**config.mk**
```make
export PLATFORM = sky130hd
export DESIGN_NAME = unified_mem_arbiter
export DESIGN_NICKNAME = d
export VERILOG_FILES = /design/src/rtl/unified_mem_arbiter.sv
export SDC_FILE = /design/constraint.sdc
export NUM_CORES = 1
export LEC_CHECK = 0
export CORE_ASPECT_RATIO = 0.7
export CORE_MARGIN = 2
export CORE_UTILIZATION = 25
export DETAILED_ROUTE_END_ITERATION = 7
export PLACE_DENSITY_LB_ADDON = 0.05
export SYNTH_ARGS = -nofsm -noshare
export SYNTH_HDL_FRONTEND = slang
export SYNTH_SLANG_ARGS = --single-unit
```
**constraint.sdc**
```tcl
create_clock -name clk -period 3.6 [get_ports clk]
set_input_delay 0.72 -clock clk [delete_from_list [all_inputs] [get_ports clk]]
set_output_delay 0.72 -clock clk [all_outputs]
set_load 0.005 [all_outputs]
```
**src/rtl/unified_mem_arbiter.sv**
```systemverilog
// Single-port memory arbiter between instruction fetch (I) and load/store (D).
// Data wins ties, but a fetch is forced through after MAX_DATA_STREAK data grants.
module unified_mem_arbiter #(
   parameter int DBITS           = 32,
   parameter int ABITS           = 32,
   parameter int MAX_DATA_STREAK = 4
) (
   input  logic             clk,
   input  logic             reset,
   input  logic             i_req,
   input  logic [ABITS-1:0] i_addr,
   input  logic             i_kill,
   output logic             i_ack,
   output logic [DBITS-1:0] i_rdata,
   input  logic             d_req,
   input  logic             d_we,
   input  logic [ABITS-1:0] d_addr,
   input  logic [DBITS-1:0] d_wdata,
   output logic             d_ack,
   output logic [DBITS-1:0] d_rdata,
   output logic             m_req,
   output logic             m_we,
   output logic [ABITS-1:0] m_addr,
   output logic [DBITS-1:0] m_wdata,
   input  logic             m_ack,
   input  logic [DBITS-1:0] m_rdata,
   output logic             busy
);

   localparam int SW = $clog2(MAX_DATA_STREAK + 1);
   localparam logic [SW-1:0] STREAK_MAX = SW'(MAX_DATA_STREAK);

   typedef enum logic [1:0] {IDLE, ISSUE_I, ISSUE_D, RESP} state_t;
   typedef enum logic [1:0] {OWN_NONE, OWN_I, OWN_D} owner_t;

   state_t        state, state_nxt;
   owner_t        owner;
   logic [SW-1:0] streak;
   logic          kill_pend;
   logic          i_eff;
   logic          grant_i, grant_d;

   // Handshake: a requester holds req and its payload until the one-cycle ack;
   // the memory holds m_ack/m_rdata for one cycle while m_req is high.
   always_comb begin
      state_nxt = state;
      grant_i   = 1'b0;
      grant_d   = 1'b0;
      i_eff     = i_req & ~i_kill;
      case (state)
         IDLE: begin
            if (d_req && !(i_eff && streak == STREAK_MAX)) begin
               grant_d   = 1'b1;
               state_nxt = ISSUE_D;
            end else if (i_eff) begin
               grant_i   = 1'b1;
               state_nxt = ISSUE_I;
            end
         end
         ISSUE_I, ISSUE_D: begin
            if (m_ack) state_nxt = RESP;
         end
         RESP:    state_nxt = IDLE;
         default: state_nxt = IDLE;
      endcase
   end

   always_ff @(posedge clk or negedge reset) begin
      if (!reset) begin
         state     <= IDLE;
         owner     <= OWN_NONE;
         streak    <= '0;
         kill_pend <= 1'b0;
         m_we      <= 1'b0;
         m_addr    <= '0;
         m_wdata   <= '0;
         i_rdata   <= '0;
         d_rdata   <= '0;
      end else begin
         state <= state_nxt;
         if (grant_i) begin
            owner   <= OWN_I;
            m_we    <= 1'b0;
            m_addr  <= i_addr;
            m_wdata <= '0;
            streak  <= '0;
         end
         if (grant_d) begin
            owner   <= OWN_D;
            m_we    <= d_we;
            m_addr  <= d_addr;
            m_wdata <= d_wdata;
            if (!i_eff)                    streak <= '0;
            else if (streak != STREAK_MAX) streak <= streak + 1'b1;
         end
         if (state == ISSUE_I && i_kill) kill_pend <= 1'b1;
         if (state == ISSUE_I && m_ack)  i_rdata   <= m_rdata;
         if (state == ISSUE_D && m_ack)  d_rdata   <= m_rdata;
         if (state == RESP) begin
            kill_pend <= 1'b0;
            owner     <= OWN_NONE;
         end
      end
   end

   // A kill raised during the issue or in the response cycle itself hides the fetch ack.
   assign m_req = (state == ISSUE_I) || (state == ISSUE_D);
   assign busy  = (state != IDLE);
   assign i_ack = (state == RESP) && (owner == OWN_I) && !kill_pend && !i_kill;
   assign d_ack = (state == RESP) && (owner == OWN_D);

endmodule

```
[Word-level counts from Yosys, hierarchy flattened]
Index checks and enable logic that the tools add are counted.
Word-level totals
  bits in registers: 137
  latch bits: 0
  RAM bits: 0
  memory bits (read-only): 0
  input bits: 135
  output and inout port bits: 133
  logic and storage cells: 65
  memories kept: 0
Operators by class
  add/subtract/negate cells: 1
  multipliers: 0
  div/mod/pow operators: 0
  order comparisons: 0
  equal/unequal tests: 9
  shift-type cells: 0
  multiplexer cells: 24
  bitwise gates (word level): 2
  reduce and logical (&&, ||, !) cells: 20
Operator list (number)
  two-way mux 32 bit: 4
  two-way mux 2 bit: 6
  two-way mux 3 bit: 4
  logical AND 1 bit: 9
  two-way mux 1 bit: 9
  == test 2 bit, second input constant: 3
  inequality test 3 bit, second input constant: 2
  case mux 2 bit (3 select lines): 1
  nonzero test 2 bit: 3
  == test 2 x 1 -> 1 bit, second input constant: 2
  adder 3 x 1 -> 3 bit, second input constant: 1
  == test 3 bit, second input constant: 1
  logical NOT 1 bit: 3
  nonzero test 3 bit: 1
  logical NOT 2 bit: 1
  inequality test 2 bit, second input constant: 1
  AND reduction 2 bit: 1
  OR reduction 2 bit: 1
  AND 1 bit: 1
  logical OR 1 bit: 1
  inverter 1 bit: 1

[Depth between registers and ports, before layout]
Gate-level depths: netlist of the first run.
  word-level depth: 11
  gate-level depth with buffers: 7
  mapped depth without buffers: 5

[Worst setup path before layout of the first run]
OpenSTA, ideal clock, no wires.
  kind: in2reg
  start: in i_kill
  end: reg m_addr[15]
  setup time: 0.126 ns
  arrival: 1.678 ns
  data required time: 3.474 ns
  path slack: 1.796 ns
  stages on the path: 5
  buffers on the path: 2
  path through: nand4b_2 and3_4 buf_6 buf_6 a221o_1
Between the ends
  word-level cells in the longest chain between the ends: 8
  elaborated cells on any way between the ends: 12
  classes of those cells: 6 x mux; 2 x bitwise; 4 x reduce/logical
RTL lines
  start, declared: RTL line 12  | input logic i_kill,
  inverter 1 bit *: RTL line 49  | i_eff = i_req & ~i_kill;
  AND 1 bit *: RTL line 49
  logical AND 1 bit: RTL line 52  | if (d_req && !(i_eff && streak == STREAK_MAX)) begin
  logical NOT 1 bit: RTL line 52
  logical AND 1 bit: RTL line 52
  two-way mux 1 bit: RTL line 52
  two-way mux 1 bit: RTL line 50  | case (state)
  two-way mux 32 bit or nonzero test 2 bit (tied branches)
  end signal, assigned: RTL line 84  | m_addr <= i_addr;
  end signal, assigned: RTL line 91  | m_addr <= d_addr;
  end, declared: RTL line 23  | output logic [ABITS-1:0] m_addr,
Mark *: on every way between the ends. The rest lies on a longest branch, timed or not.
A chain may end at the register's enable or synchronous reset.

[Worst setup path after layout of the first run]
  start: in i_kill
  end: out i_ack
Between the ends
  word-level cells in the longest chain between the ends: 2
RTL lines
  logical NOT 1 bit: RTL line 109  | assign i_ack = (state == RESP) && (owner == OWN_I) && !kill_pend && !i_kill;
  logical AND 1 bit: RTL line 109
  end, declared: RTL line 13  | output logic i_ack,
No other way between the ends.

==> summary.md, run 1 <==
| Metric | Value |
|---|---|
| Cell variety after synth | `31` |
| Synthesized flop and latch total | `137` |
| Critical Path RT | `2.88 ns` |
| Final Slew Violations | `0` |
| Register area share after synthesis | `0.627` |
| Inst Count DP | `902` |
| Syn nets | `517` |
| Area growth syn-to-layout | `64.7%` |
| Die area | `23100 sq um` |
| Outcome | `finished, final reports clean` |
| RSZ-0062 raised after global routing | `no` |
| Psw | `2.15 mW` |
| Pint | `5.44 mW` |
| Net count reported at finish | `781` |
| Initial Util | `0.254` |
| Reg-to-Reg End | `m_addr[27]` |
| Leading area contributor after synthesis | `dfrtp_1` |
| Yosys top cell area share | `0.627` |
| Commonest non-fill, non-tap cell in the layout | `clkdlybuf4s50_1` |
| Main synth FF type | `dfrtp_1` |
| Max VDD drop | `0.292 mV` |
| Final Hold Viols | `0` |
| Detail Route Antenna Nets | `0` |
| GRT overflow | `0` |
| Syn_area_per_cell | `14.6 sq um` |
| GRT Total Usage | `0.147` |
| Post-CTS Resized | `0` |
| Fin Setup TNS | `0 ns` |
| Fin crit period | `2.81 ns` |
| Num ports | `268` |
| Register Area | `3430 sq um` |
| Fin crit share | `0.780` |
| HPWL Detailed | `11200 um` |
| Ant diodes | `0` |
| RD Place Congestion | `0.736` |
| Total of max-cap violations | `0` |
| WP data arrival | `2.09 ns` |
| Startpoint Class | `primary input` |
| Fmax | `356 MHz` |
| Worst-Margin Slew | `0.788 ns` |
| Global-route wire length before repair | `26200 um` |
| Post-synth ARST share | `1.00` |
| Area of the multi-input gates | `1860 sq um` |
| Lkg Pwr | `3.89 nW` |
| Combinational share of power | `0.411` |
| Warnings from Yosys | `0` |
| Largest net degree at the start of global routing | `70` |
| Die width | `181 um` |
| Vias in the first global route | `4568` |
| Top post-synthesis cells by area | `dfrtp_1, mux2_2, a221o_1` |
| Critical Path Start | `i_kill` |
| Post CTS Setup Buffer Count | `0` |
| Core area | `21600 sq um` |
| Filler cells | `2029` |
| FF-to-FF path depth | `4` |
| EDFF count, synth | `0` |
| Initial antenna violation count | `0` |
| Via/cell ratio | `4.56` |
| Setup Crit Path Kind | `in2out` |
| CTS tree | `yes` |
| DR vias | `4260` |
| Cts bufs inserted | `17` |
| Clock power frac | `0.238` |
| Die H | `128 um` |
| FF-to-FF Start | `state[0]` |
| Post-route clock skew | `0.0111 ns` |
| 1st-iter DRT viols | `182` |
| Finished Layout Cells | `934` |
| DRT Pass-1 Iters | `4` |
| Most frequent cells in the layout | `clkdlybuf4s50_1, dfrtp_1, mux2_2, a22o_1` |
| Final Power | `7.58 mW` |
| Crit. End Element | `primary output` |
| Setup slack, reg-to-reg | `1.65 ns` |
| Clock-pin slew of the registers on the worst-case setup and hold paths | `0.06 ns` |
| Hold crit path type | `in2async` |
| Mapped Area | `5470 sq um` |
| Setup violators final | `0` |
| Worst hold slack | `0.312 ns` |
| Seq pwr share | `0.351` |
| Clock Tree Buf Depth | `2` |
| Sw frac | `0.283` |
| Root Buffer | `clkbuf_16` |
| Drt wl/cell | `17.9 um` |
| Critical path fanouts, max | `5` |
| DRT Wirelength | `16800 um` |
| Port-buffer cells | `267` |
| Clock insertion delay at the later pin of the skew report | `0.42 ns` |
| Power Density | `842 nW/um^2` |
| Synth Instances | `375` |
| Rows | `45` |
| H-tree depth reported by CTS | `4` |
| Normalized max-slew margin | `0.475` |
| Layout cells sized above 1 | `0.164` |
| DRC viols | `0` |
| Cts hold-fix bufs | `0` |
| TritonCTS Sinks | `137` |
-- kinds of logic after synthesis --
family,Yosys count,share of synthesized area
buffers and inverters,35,0.0332
AND/OR/NAND/NOR,50,0.0588
AO/OA/AOI/OAI,80,0.129
adder cells (fa/ha/maj),7,0.0160
multiplexers,66,0.136
flip-flops,137,0.627
-- metrics by stage --
step	cell area [sq um]	setup slack, ns	util
after floorplan	5470	1.80	-
after global placement	8410	0.761	0.390
after detailed placement	8410	0.806	0.390
after CTS	9010	0.787	0.418
after global routing	9010	0.737	0.418
final	9010	0.792	0.418
-- how the worst max path moves through the flow --
stage	slack, ns	to	cells after the start
floorplan	1.80	m_addr[15]	5
detailed placement	0.81	i_ack	3
global route	0.74	i_ack	3
finish	0.79	i_ack	3
CTS	0.79	i_ack	3
global placement	0.76	i_ack	3
-- flip-flops by register name, summed over array words and instances (netlist names) --
name and flops:
d_rdata 32, i_rdata 32, kill_pend 1, m_addr 32, m_wdata 32, m_we 1, owner 2, state 2
streak 3
-- worst max-delay path, stage by stage --
cell             delay, ns
clkdlybuf4s50_1       0.50
nor4_1                0.31
clkdlybuf4s50_1       0.55
-- area by class of cell --
class	count	area share
clock buffers	19	0.0480
clock inverters	13	0.0187
inverters	8	0.00333
multi-input cells	203	0.206
flip-flops and latches	137	0.381
well taps	282	0.0392
repair buffers	272	0.304
-- power by group through the flow --
| stage | registers, mW | logic [mW] | clock network, mW |
|---|---|---|---|
| CTS | 2.66 | 3.18 | 1.87 |
| detailed placement | 2.67 | 3.17 | 0 |
| finish | 2.66 | 3.12 | 1.80 |
| floorplan | 2.70 | 1.20 | 0 |
| global route | 2.76 | 3.36 | 1.93 |
| global placement | 2.65 | 3.15 | 0 |
-- synth_stat cells (all sizes together) (2+ instances only) --
master and number:
o21ai 2, nor2 3, clkbuf 8, a21oi 4
and3 33, a31oi 4, nor2b 2, a22o 34
inv 8, and3b 2, buf 19, mux2 65
nand2 4, a221o 32, dfrtp 137, ha 7
-- metal layers --
layer  GRT usage  routed length, um
met5           0                  0
met3      0.0514               1150
met1       0.190               7630
met4      0.0531                232
met2       0.229               7760
Note: power is estimated with default switching activity, not from simulation.
==> run 2, diff against run 1 <==
==> constraint.sdc (replaced) <==
create_clock -name clk -period 2.4 [get_ports clk]
set_input_delay 0.48 -clock clk [delete_from_list [all_inputs] [get_ports clk]]
set_output_delay 0.48 -clock clk [all_outputs]
set_load 0.005 [all_outputs]
==> run 2 against run 1 <==
Design area rose by 1.6%; wire length is 2.1% lower; setup slack got worse by 0.72 ns; clock skew is essentially flat; sequential power grew 50%; clock power grew 55%.
==> summary.md, run 2 (synthesis results as in run 1) <==
| Metric | Value |
|---|---|
| Pint | `8.34 mW` |
| Place WS | `0.0583 ns` |
| Finished Layout Cells | `939` |
| Final core utilization | `0.425` |
| RD Place Congestion | `0.708` |
| Worst Hold Path Cells | `1` |
| GRT overflow | `0` |
| Net count reported at finish | `786` |
| Total of max-cap violations | `0` |
| Inst Count DP | `905` |
| DRC viols | `0` |
| Largest net degree at the start of global routing | `67` |
| Most frequent cells in the layout | `clkdlybuf4s50_1, dfrtp_1, mux2_2, a22o_1` |
| Worst-Margin Slew | `0.778 ns` |
| Vias in the first global route | `4458` |
| Final Slew Violations | `0` |
| Setup violators final | `0` |
| Commonest non-fill, non-tap cell in the layout | `clkdlybuf4s50_1` |
| DR vias | `4209` |
| Clock-pin slew of the registers on the worst-case setup and hold paths | `0.06 ns` |
| Combinational share of power | `0.412` |
| WHS Endpoint | `d_rdata[9]` |
| Lkg Pwr | `3.98 nW` |
| Area growth syn-to-layout | `67.4%` |
| Fin crit share | `0.969` |
| Startpoint Class | `flop` |
| FF-to-FF path depth | `4` |
| Die area | `23100 sq um` |
| Initial antenna violation count | `0` |
| Hold Startpoint | `d_rdata[9]` |
| GRT Total Usage | `0.144` |
| Layout cells sized above 1 | `0.175` |
| Detail Route Antenna Nets | `0` |
| Post-route clock skew | `0.0112 ns` |
| Die width | `181 um` |
| Worst path cell trace | `inv_1 > ha_4 > inv_2 > clkdlybuf4s50_1` |
| CTS tree | `yes` |
| Critical path fanouts, max | `7` |
| Fin crit period | `2.32 ns` |
| Port-buffer cells | `267` |
| Power Density | `1260 nW/um^2` |
| Clock power frac | `0.242` |
| Fmax | `430 MHz` |
| Crit. End Element | `primary output` |
| DRT Pass-1 Iters | `4` |
| Reg-to-Reg End | `m_addr[27]` |
| Via/cell ratio | `4.48` |
| Slowest cell on crit path | `clkdlybuf4s50_1` |
| Finished Cell Area | `9160 sq um` |
| Seq pwr share | `0.346` |
| Fin Setup TNS | `0 ns` |
| FF-to-FF Start | `state[0]` |
| Final Hold Viols | `0` |
| Drt wl/cell | `17.5 um` |
| Hold crit path type | `reg2reg` |
| HPWL Detailed | `11100 um` |
| Final Power | `11.6 mW` |
| Worst hold slack | `0.502 ns` |
| Max VDD drop | `0.508 mV` |
| Setup slack, reg-to-reg | `0.51 ns` |
| Setup Crit Path Kind | `reg2out` |
| Normalized max-slew margin | `0.481` |
| Rows | `45` |
| Sw frac | `0.279` |
| Outcome | `finished, final reports clean` |
| Initial Util | `0.254` |
| H-tree depth reported by CTS | `4` |
| 1st-iter DRT viols | `202` |
| WP data arrival | `1.84 ns` |
| Max incr delay on CP | `0.54 ns` |
| Core area | `21600 sq um` |
| Clock insertion delay at the later pin of the skew report | `0.42 ns` |
| TritonCTS Sinks | `137` |
| Critical Path RT | `1.92 ns` |
| PnR worst setup slack | `0.0756 ns` |
| Die H | `128 um` |
| Cts bufs inserted | `17` |
| DRT Wirelength | `16400 um` |
| Global-route wire length before repair | `25700 um` |
| Num ports | `268` |
| Ant diodes | `0` |
| RSZ-0062 raised after global routing | `no` |
| Root Buffer | `clkbuf_16` |
| Psw | `3.22 mW` |
| Clock Tree Buf Depth | `2` |
| Post-DP Area | `8480 sq um` |
## run 2: critical path, delay by kind of cell (launching register included)
kind / cells / cell delay, ns
buffers and inverters: 3 / 0.77
DFF: 1 / 0.44
adders and majority gates: 1 / 0.22
## run 2: how the worst max path moves through the flow
stage	slack, ns	depth (start not counted)	start	endpoint
after floorplan	0.69	7	state[0]	m_addr[15]
after global placement	0.1	5	i_kill	m_addr[26]
after detailed placement	0.06	5	i_kill	m_addr[7]
after CTS	0.02	4	state[0]	i_ack
after global routing	0.01	4	state[0]	busy
final	0.08	4	state[0]	busy
## run 2: cell type report
cell class,count,area [sq um]
clock buffers,19,433
clock inverters,13,190
fillers,2004,12400
inverters,8,30.0
multi-input cells,203,1890
flip-flops and latches,137,3430
well taps,282,353
repair buffers,277,2830
## run 2: what timing repair did
action                                  4_1_cts  5_1_grt
hold buffers                                  1        0
endpoints found under the hold margin        13        0
gates resized for setup                       3        5
setup buffers                                 0        1
endpoints found under the setup margin        2        2
## run 2: per-layer routing
| metal | vias to the layer above | global-route usage | wire, um |
|---|---|---|---|
| li1 | 1955 | - | - |
| met1 | 2094 | 0.190 | 7390 |
| met4 | 0 | 0.0455 | 154 |
| met3 | 8 | 0.0534 | 1300 |
| met2 | 152 | 0.219 | 7560 |
| met5 | - | 0 | 0 |
## run 2: power groups by stage
stage               clock (mW)  combinational (mW)  sequential [mW]
floorplan                    0                1.80             4.05
global placement             0                4.74             3.99
detailed placement           0                4.80             4.00
CTS                       2.89                4.81             4.00
global route              2.99                5.14             4.15
finish                    2.79                4.76             4.00
